--- src/rtl/dmem_lsu_pkg.sv ---
// rtl/dmem_lsu_pkg.sv - funct3 constants, FSM states and decode helpers for dmem_lsu
package dmem_lsu_pkg;

    localparam logic [2:0] F3_B  = 3'b000;
    localparam logic [2:0] F3_H  = 3'b001;
    localparam logic [2:0] F3_W  = 3'b010;
    localparam logic [2:0] F3_BU = 3'b100;
    localparam logic [2:0] F3_HU = 3'b101;

    typedef enum logic [1:0] {
        ST_IDLE = 2'd0,
        ST_ACC1 = 2'd1,
        ST_ACC2 = 2'd2,
        ST_RESP = 2'd3
    } state_t;

    // Byte mask of the access size, right-aligned (funct3[2] only selects extension)
    function automatic logic [3:0] size_mask(input logic [2:0] funct3);
        case (funct3[1:0])
            2'b00:   return 4'b0001;
            2'b01:   return 4'b0011;
            default: return 4'b1111;
        endcase
    endfunction

    // Reserved encodings, and unsigned variants that have no store counterpart
    function automatic logic is_illegal(input logic we, input logic [2:0] funct3);
        case (funct3)
            3'b011, 3'b110, 3'b111: return 1'b1;
            F3_BU, F3_HU:           return we;
            default:                return 1'b0;
        endcase
    endfunction

    // Access that crosses a word boundary
    function automatic logic is_misaligned(input logic [2:0] funct3, input logic [1:0] off);
        case (funct3[1:0])
            2'b01:   return off == 2'd3;
            2'b10:   return off != 2'd0;
            default: return 1'b0;
        endcase
    endfunction

endpackage

--- src/rtl/dmem_lsu_align.sv ---
// rtl/dmem_lsu_align.sv - lane shifting for both access halves and load merge/extension
module dmem_lsu_align
    import dmem_lsu_pkg::*;
(
    input  logic [2:0]  funct3,
    input  logic [1:0]  off,
    input  logic [31:0] wdata,
    input  logic [31:0] word0,
    input  logic [31:0] word1,
    output logic [3:0]  be_lo,
    output logic [3:0]  be_hi,
    output logic [31:0] wdata_lo,
    output logic [31:0] wdata_hi,
    output logic [31:0] load_data
);

    logic [7:0]  be_wide;
    logic [63:0] wdata_wide;
    logic [63:0] merged;

    // Shift into an 8-lane / 64-bit window: the low half feeds ACC1, the spill feeds ACC2
    assign be_wide    = {4'b0000, size_mask(funct3)} << off;
    assign wdata_wide = {32'h0, wdata} << {off, 3'b000};
    assign be_lo      = be_wide[3:0];
    assign be_hi      = be_wide[7:4];
    assign wdata_lo   = wdata_wide[31:0];
    assign wdata_hi   = wdata_wide[63:32];
    assign merged     = {word1, word0} >> {off, 3'b000};

    // Truncate to the access size and extend according to funct3
    always_comb begin
        load_data = merged[31:0];
        case (funct3)
            F3_B:    load_data = {{24{merged[7]}}, merged[7:0]};
            F3_H:    load_data = {{16{merged[15]}}, merged[15:0]};
            F3_BU:   load_data = {24'h0, merged[7:0]};
            F3_HU:   load_data = {16'h0, merged[15:0]};
            default: load_data = merged[31:0];
        endcase
    end

endmodule

--- src/rtl/dmem_lsu.sv ---
// rtl/dmem_lsu.sv - RV32 load/store unit; DMEM_LSU_MISALIGNED_EN enables split misaligned accesses
module dmem_lsu
    import dmem_lsu_pkg::*;
#(
    parameter int ADDR_W = 6
) (
    input  logic              clk,
    input  logic              rst_n,
    input  logic              req_valid,
    output logic              req_ready,
    input  logic              req_we,
    input  logic [2:0]        req_funct3,
    input  logic [31:0]       req_addr,
    input  logic [31:0]       req_wdata,
    output logic              rsp_valid,
    output logic [31:0]       rsp_rdata,
    output logic              rsp_misaligned,
    output logic              rsp_illegal,
    output logic [ADDR_W-3:0] mem_addr,
    output logic              mem_re,
    output logic              mem_we,
    output logic [3:0]        mem_be,
    output logic [31:0]       mem_wdata,
    input  logic [31:0]       mem_rdata
);

`ifdef DMEM_LSU_MISALIGNED_EN
    localparam bit SPLIT_EN = 1'b1;
`else
    localparam bit SPLIT_EN = 1'b0;
`endif

    state_t            state;
    state_t            state_next;
    logic              lat_we;
    logic [2:0]        lat_funct3;
    logic [ADDR_W-1:0] lat_addr;
    logic [31:0]       lat_wdata;
    logic [31:0]       word0;
    logic [31:0]       word1;

    logic              illegal;
    logic              misaligned;
    logic              error;
    logic              split;
    logic [ADDR_W-3:0] word_idx;
    logic [ADDR_W-3:0] word_idx_next;
    logic [3:0]        be_lo;
    logic [3:0]        be_hi;
    logic [31:0]       wdata_lo;
    logic [31:0]       wdata_hi;
    logic [31:0]       load_data;
    logic              unused_addr_hi;

    assign unused_addr_hi = ^req_addr[31:ADDR_W];

    assign illegal       = is_illegal(lat_we, lat_funct3);
    assign misaligned    = is_misaligned(lat_funct3, lat_addr[1:0]);
    assign error         = illegal | (misaligned & ~SPLIT_EN);
    assign split         = misaligned & ~illegal & SPLIT_EN;
    assign word_idx      = lat_addr[ADDR_W-1:2];
    assign word_idx_next = word_idx + 1'b1;

    dmem_lsu_align u_align (
        .funct3    (lat_funct3),
        .off       (lat_addr[1:0]),
        .wdata     (lat_wdata),
        .word0     (word0),
        .word1     (word1),
        .be_lo     (be_lo),
        .be_hi     (be_hi),
        .wdata_lo  (wdata_lo),
        .wdata_hi  (wdata_hi),
        .load_data (load_data)
    );

    // State register
    always_ff @(posedge clk or negedge rst_n) begin
        if (!rst_n) begin
            state <= ST_IDLE;
        end else begin
            state <= state_next;
        end
    end

    // Request latch on accept and read-word capture in each access cycle
    always_ff @(posedge clk or negedge rst_n) begin
        if (!rst_n) begin
            lat_we     <= 1'b0;
            lat_funct3 <= 3'b000;
            lat_addr   <= '0;
            lat_wdata  <= 32'h0;
            word0      <= 32'h0;
            word1      <= 32'h0;
        end else begin
            case (state)
                ST_IDLE: begin
                    if (req_valid) begin
                        lat_we     <= req_we;
                        lat_funct3 <= req_funct3;
                        lat_addr   <= req_addr[ADDR_W-1:0];
                        lat_wdata  <= req_wdata;
                        word1      <= 32'h0;
                    end
                end
                ST_ACC1: word0 <= mem_rdata;
                ST_ACC2: word1 <= mem_rdata;
                default: ;
            endcase
        end
    end

    // Next state, memory strobes and response; errors walk ACC1 with strobes held off
    always_comb begin
        state_next     = state;
        req_ready      = 1'b0;
        rsp_valid      = 1'b0;
        rsp_rdata      = 32'h0;
        rsp_misaligned = 1'b0;
        rsp_illegal    = 1'b0;
        mem_addr       = '0;
        mem_re         = 1'b0;
        mem_we         = 1'b0;
        mem_be         = 4'b0000;
        mem_wdata      = 32'h0;
        case (state)
            ST_IDLE: begin
                req_ready = 1'b1;
                if (req_valid) begin
                    state_next = ST_ACC1;
                end
            end
            ST_ACC1: begin
                mem_addr = word_idx;
                if (!error) begin
                    mem_re    = ~lat_we;
                    mem_we    = lat_we;
                    mem_be    = be_lo;
                    mem_wdata = wdata_lo;
                end
                state_next = split ? ST_ACC2 : ST_RESP;
            end
            ST_ACC2: begin
                mem_addr   = word_idx_next;
                mem_re     = ~lat_we;
                mem_we     = lat_we;
                mem_be     = be_hi;
                mem_wdata  = wdata_hi;
                state_next = ST_RESP;
            end
            ST_RESP: begin
                rsp_valid      = 1'b1;
                rsp_illegal    = illegal;
                rsp_misaligned = misaligned & ~illegal & ~SPLIT_EN;
                rsp_rdata      = (lat_we || error) ? 32'h0 : load_data;
                state_next     = ST_IDLE;
            end
            default: state_next = ST_IDLE;
        endcase
    end

endmodule

--- config.mk ---
export PLATFORM = sky130hd
export DESIGN_NAME = dmem_lsu
export DESIGN_NICKNAME = d
export VERILOG_FILES = /design/src/rtl/dmem_lsu_pkg.sv /design/src/rtl/dmem_lsu_align.sv /design/src/rtl/dmem_lsu.sv
export SDC_FILE = /design/constraint.sdc
export NUM_CORES = 1
export LEC_CHECK = 0
export CAP_MARGIN = 10
export CORE_MARGIN = 8
export CORE_UTILIZATION = 45
export CTS_BUF_LIST = sky130_fd_sc_hd__clkbuf_8
export CTS_CLUSTER_DIAMETER = 60
export CTS_CLUSTER_SIZE = 40
export DETAILED_ROUTE_END_ITERATION = 6
export DONT_BUFFER_PORTS = 1
export SLEW_MARGIN = 20
export SYNTH_ARGS = -nofsm -noshare
export SYNTH_HDL_FRONTEND = slang
export SYNTH_SLANG_ARGS = --single-unit
export TNS_END_PERCENT = 20
--- constraint.sdc ---
create_clock -name clk -period 3.3 [get_ports clk]
set_input_delay 0.165 -clock clk [delete_from_list [all_inputs] [get_ports clk]]
set_output_delay 0.165 -clock clk [all_outputs]
set_load 0.005 [all_outputs]
# Word-level counts from Yosys, hierarchy flattened
# Cells that the tools add are included.
[word_totals]
regBits = 108
word_cells = 62
in_bits = 103
output_inout_bits = 78
[classes]
n_reduce_logical = 11
muxes = 23
addsub = 1
eq_ne = 13
shift = 3
n_bitwise = 4
[ops]
columns = ["op", "count"]
rows = [
  ["32-bit two-way mux", 4],
  ["32-bit case mux with 2 select lines", 2],
  ["32-bit case mux with 4 select lines", 1],
  ["32-bit by 5-bit left shift with 64-bit output", 1],
  ["64-bit by 5-bit right shift with 32-bit output", 1],
  ["4-bit case mux with 2 select lines", 3],
  ["3-bit equality test (second input constant)", 4],
  ["2-bit equality test (second input constant)", 4],
  ["1-bit case mux with 2 select lines", 4],
  ["4-bit by 2-bit left shift with 8-bit output", 1],
  ["1-bit two-way mux", 6],
  ["2-bit case mux with 3 select lines", 1],
  ["4-bit by 1-bit adder with 4-bit output (second input constant)", 1],
  ["2-bit by 1-bit equality test with 1-bit output (second input constant)", 2],
  ["2-bit logical NOT", 2],
  ["4-bit two-way mux", 1],
  ["2-bit AND reduction", 2],
  ["2-bit nonzero test", 2],
  ["2-bit OR reduction", 2],
  ["3-bit by 1-bit equality test with 1-bit output (second input constant)", 1],
  ["3-bit by 2-bit equality test with 1-bit output (second input constant)", 1],
  ["3-bit logical NOT", 1],
  ["3-bit OR reduction", 1],
  ["2-bit two-way mux", 1],
  ["other kinds (5)", 6],
]

# Longest topological paths before layout
[logic_depth]
ltp_word = 7
mapped_depth = 8
ltp_nobuf = 6

# By module
# Synthesis repeated with hierarchy kept, for this count alone.
[hier_totals]
hier_cells = 711
hier_area_um2 = 7528.5
[modules_own_cells]
columns = ["module", "area_each_um2", "seq_area_each_um2", "n_inst", "cells_each"]
rows = [
  ["dmem_lsu", 5475.3, 2702.6, 1, 469],
  ["dmem_lsu_align", 2053.2, 0.0, 1, 242],
]

# Worst setup path before layout
# Ideal clock, no wire load.
[synth_timing]
kind = "flip-flop to output port"
start = "reg lat_funct3[0]"
end = "out mem_wdata[24]"
slack_ps = 1374
required_time_ps = 3135
n_path_buf = 2
t_arrival_ps = 1761
path_stages_with_launch = 9
cell_sequence = "dfrtp_1 > inv_1 > ha_1 > nor2_1 > o21a_1 > clkbuf_1 > nand4_2 > buf_2 > a211oi_1"
[synth_between]
elab_chain_cells = 6
elab_cells_between_ends = 14
cone_classes = "7 x eq/ne; 4 x mux; 1 x bitwise; 2 x reduce/logical"
[synth_rtl]
columns = ["item", "line", "rtl"]
rows = [
  ["from (decl)", "dmem_lsu.sv:36", "logic [2:0] lat_funct3;"],
  ["from (signal assigned)", "dmem_lsu.sv:100", "lat_funct3 <= req_funct3;"],
  ["3-bit by 2-bit equality test with 1-bit output / 3-bit equality test (equally long branches)", "dmem_lsu_pkg.sv:28", "case (funct3)"],
  ["3-bit OR reduction / 2-bit OR reduction (equally long branches)", "dmem_lsu_pkg.sv:28", ""],
  ["1-bit case mux with 2 select lines", "dmem_lsu_pkg.sv:28", ""],
  ["1-bit bitwise OR (*)", "dmem_lsu.sv:59", "assign error = illegal | (misaligned & ~SPLIT_EN);"],
  ["32-bit two-way mux (*)", "dmem_lsu.sv:135", "if (!error) begin"],
  ["32-bit case mux with 2 select lines (*)", "dmem_lsu.sv:126", "case (state)"],
  ["to (decl)", "dmem_lsu.sv:23", "output logic [31:0] mem_wdata,"],
]
# Every way passes the cells marked *; elsewhere a longest branch is shown, timed or not.

# Final worst setup path
[layout_timing]
start = "reg lat_funct3[0]"
end = "out mem_wdata[25]"
# Same word-level chain as after synthesis.

==> results.yml <==
synthesis:
  synthFlopType: "dfrtp_1"
  synth_edf_count: 0
  synthCells: 532
  synth_seq_cells: 100
  synth_top_family_by_area: "multiplexers"
  synth-xor-area-share_pct: 0.141
  synthMuxAreaShare_pct: 31.0
  syn_area_per_cell_sq_um: 11.7
  syn_nets: 645
  synth_simple_gate_area_share_pct: 9.02
  synth_cell_type_count: 48
  synth-async-reset-ratio_pct: 100
  ys_warn_count: 0
  synth-compound-area-share_pct: 13.2
  seq_area_frac_synth_pct: 40.4
  syn_area_sq_um: 6200
  synthAdderAreaFrac_pct: 2.02
setup_path:
  cp.arrival_ns: 2.86
  path_buf_inv: 2
  cpMaxStageDelayCell: "nand4_2"
  cp.required_ns: 3.13
  cp_top_family: "compound AO/OA/AOI/OAI gates"
  endpoint_kind: "output pin"
  cp_cell_sequence: "inv_1, ha_1, nor2_1, o21a_1, nand4_2, a211oi_1, buf_4"
  crit_path_max_incr_delay_ns: 0.56
  critPathKind: "reg2out"
  start_kind: "register"
  cp_max_fo: 22
layout:
  final_nets: 711
  stdcell_area_sq_um: 7390
  antenna_cells: 0
  syn_to_final_growth_pct: 19.2
  drive_gt1_share_pct: 28.4
drt:
  vias_per_cell: 5.98
  wirelength_um: 17400
  ant_nets: 0
  wl_per_cell_um: 22.2
  drc: 0
  via_count: 4686
  drt-initial-drc-count: 303
  dr.pass1.iters: 5
floorplan:
  dieWidth_um: 133
  fp.coreArea_sq_um: 13700
  start_util_pct: 45.4
  pin_count: 181
  die-area_sq_um: 17800
  num_rows: 43
  die_h_um: 133
clocking:
  h-tree-depth: 3
  worstSkewPairLatency_ns: 0.38
  cts_tree: "built"
  numClockSinks: 100
  cts_buffers: 9
  cts-root-buf: "clkbuf_8"
  cts_buffer_depth: 2
  clk_pin_slew_ns: 0.10
sta:
  skew_ns: 0.0122
  worst_pin_slew_ns: 1.05
  fin_crit_ns: 3.03
  slew_viol_final: 0
  grt_setup_unrepaired: "no"
  finalSetupTns_ns: 0
  hold_violations: 0
  setup_viol: 0
  post-route-period-util_pct: 91.8
  maxSlewHeadroom_pct: 29.5
  max_freq_ghz: 0.330
global_route:
  overflow: 0
  grt_pass1_wl_um: 28600
  antenna_found_initial: 1
  grt_pass1_vias: 5006
  grt_max_degree: 101
  track_usage_pct: 20.2
place:
  place_area_sq_um: 6400
  gp_congestion: 0.797
  hpwl_um: 11900
  port_buffers: 0
pwr:
  leakage_uw: 0.00301
  vdd_drop_max_v: 0.000523
  p_per_area_nw_per_um2: 1050
job:
  cap_violations: 0
status:
  status: "finished, final reports clean"
worst_hold_path:
  hp-class: "in2reg"
-- flip-flops by register name, summed over array words and instances (netlist names) --
name        cells
state           2
lat_wdata      32
lat_addr        6
lat_we          1
word0          32
lat_funct3      3
word1          24
-- kinds of logic after synthesis --
family,Yosys count
buffers and inverters,54
AOI/OAI and AO/OA,116
muxes,141
and+or+nand+nor,110
xor gates and xnor gates,1
adders and majority gates,10
DFF,100
-- cell usage after synthesis (7+ instances only) --
| cell type | count | area (sq um) |
|---|---|---|
| dfrtp_1 | 100 | 2500 |
| mux2_2 | 84 | 946 |
| nand2_1 | 49 | 184 |
| a21oi_1 | 31 | 155 |
| mux4_2 | 31 | 698 |
| mux2i_1 | 25 | 250 |
| a22o_1 | 24 | 210 |
| buf_2 | 17 | 85.1 |
| nor2_1 | 17 | 63.8 |
| clkbuf_1 | 16 | 60.1 |
| nor2b_1 | 12 | 75.1 |
| and2_1 | 11 | 68.8 |
| a22oi_1 | 10 | 75.1 |
| ha_1 | 10 | 125 |
| o22ai_1 | 10 | 62.6 |
| o21ai_0 | 8 | 40.0 |
| o32ai_1 | 8 | 70.1 |
| a211oi_1 | 7 | 52.6 |
| inv_1 | 7 | 26.3 |
-- metal layers --
layer / vias up / track usage [%] / part of all wire (%)
met5: - / 0 / 0.075
li1: 2127 / - / -
met3: 11 / 7.98 / 8.2
met2: 163 / 32.1 / 49
met1: 2383 / 25.4 / 42
met4: 2 / 4.49 / 0.70
-- worst paths after layout --
path                                            from                       end  slack, ns  cells after the start
max in group asynchronous                      rst_n   lat_addr[0]$_DFFE_PN0P_       2.50                      2
min                                        req_valid      state[0]$_DFFE_PN0P_       0.05                      2
min reg2reg                    word1[19]$_DFFE_PN0P_     word1[19]$_DFFE_PN0P_       0.52                      1
max reg2reg                     state[0]$_DFFE_PN0P_  lat_wdata[7]$_DFFE_PN0P_       1.11                      4
max                        lat_funct3[0]$_DFFE_PN0P_             mem_wdata[25]       0.27                      7
min in group asynchronous                      rst_n     word0[27]$_DFFE_PN0P_       0.38                      2
-- placed cells by master, fill, tap and decap left out, types with 9 or more instances in the layout --
master / Yosys / layout
nor2_1: 17 / 17
mux2i_1: 25 / 24
a21oi_1: 31 / 31
a22o_1: 24 / 24
and2_1: 11 / 11
mux2_2: 84 / 84
dlygate4sd3_1: 0 / 75
mux4_2: 31 / 31
dfrtp_1: 100 / 98
buf_4: 6 / 26
o22ai_1: 10 / 10
a22oi_1: 10 / 10
inv_1: 7 / 9
ha_1: 10 / 9
clkbuf_8: 0 / 10
nand2_1: 49 / 48
nor2b_1: 12 / 12
-- cell type report --
| type | count | area, sq um |
|---|---|---|
| fillers | 1190 | 6270 |
| flip-flops and latches | 100 | 2510 |
| multi-input cells | 378 | 3440 |
| repair buffers | 102 | 973 |
| well taps | 180 | 225 |
| inverters | 7 | 26.3 |
| clock buffers | 10 | 138 |
| clock inverters | 6 | 80.1 |
-- power breakdown --
group	internal [uW]	switching, uW	total (uW)
combinational	2190	2130	4320
clock	442	430	871
sequential	1830	711	2540
-- stage by stage --
step	cells	power, uW	utilization, %	setup WS (ns)	hold WS (ns)
5_1_grt	783	8320	54.1	0.0983	0.0818
4_1_cts	783	7730	54.1	0.250	0.0299
6_report	783	7730	54.1	0.272	0.0522
3_5_place_dp	691	6730	46.8	0.704	-0.126
2_1_floorplan	532	5770	-	1.37	-0.131
3_3_place_gp	691	6590	46.8	0.743	-0.126
-- what timing repair did --
item / in CTS / in global routing
setup buffers: 0 / 0
hold buffers: 76 / 0
gates resized for setup: 0 / 0
endpoints found under the hold margin: 198 / 0
(Power assumes the default switching activity.)
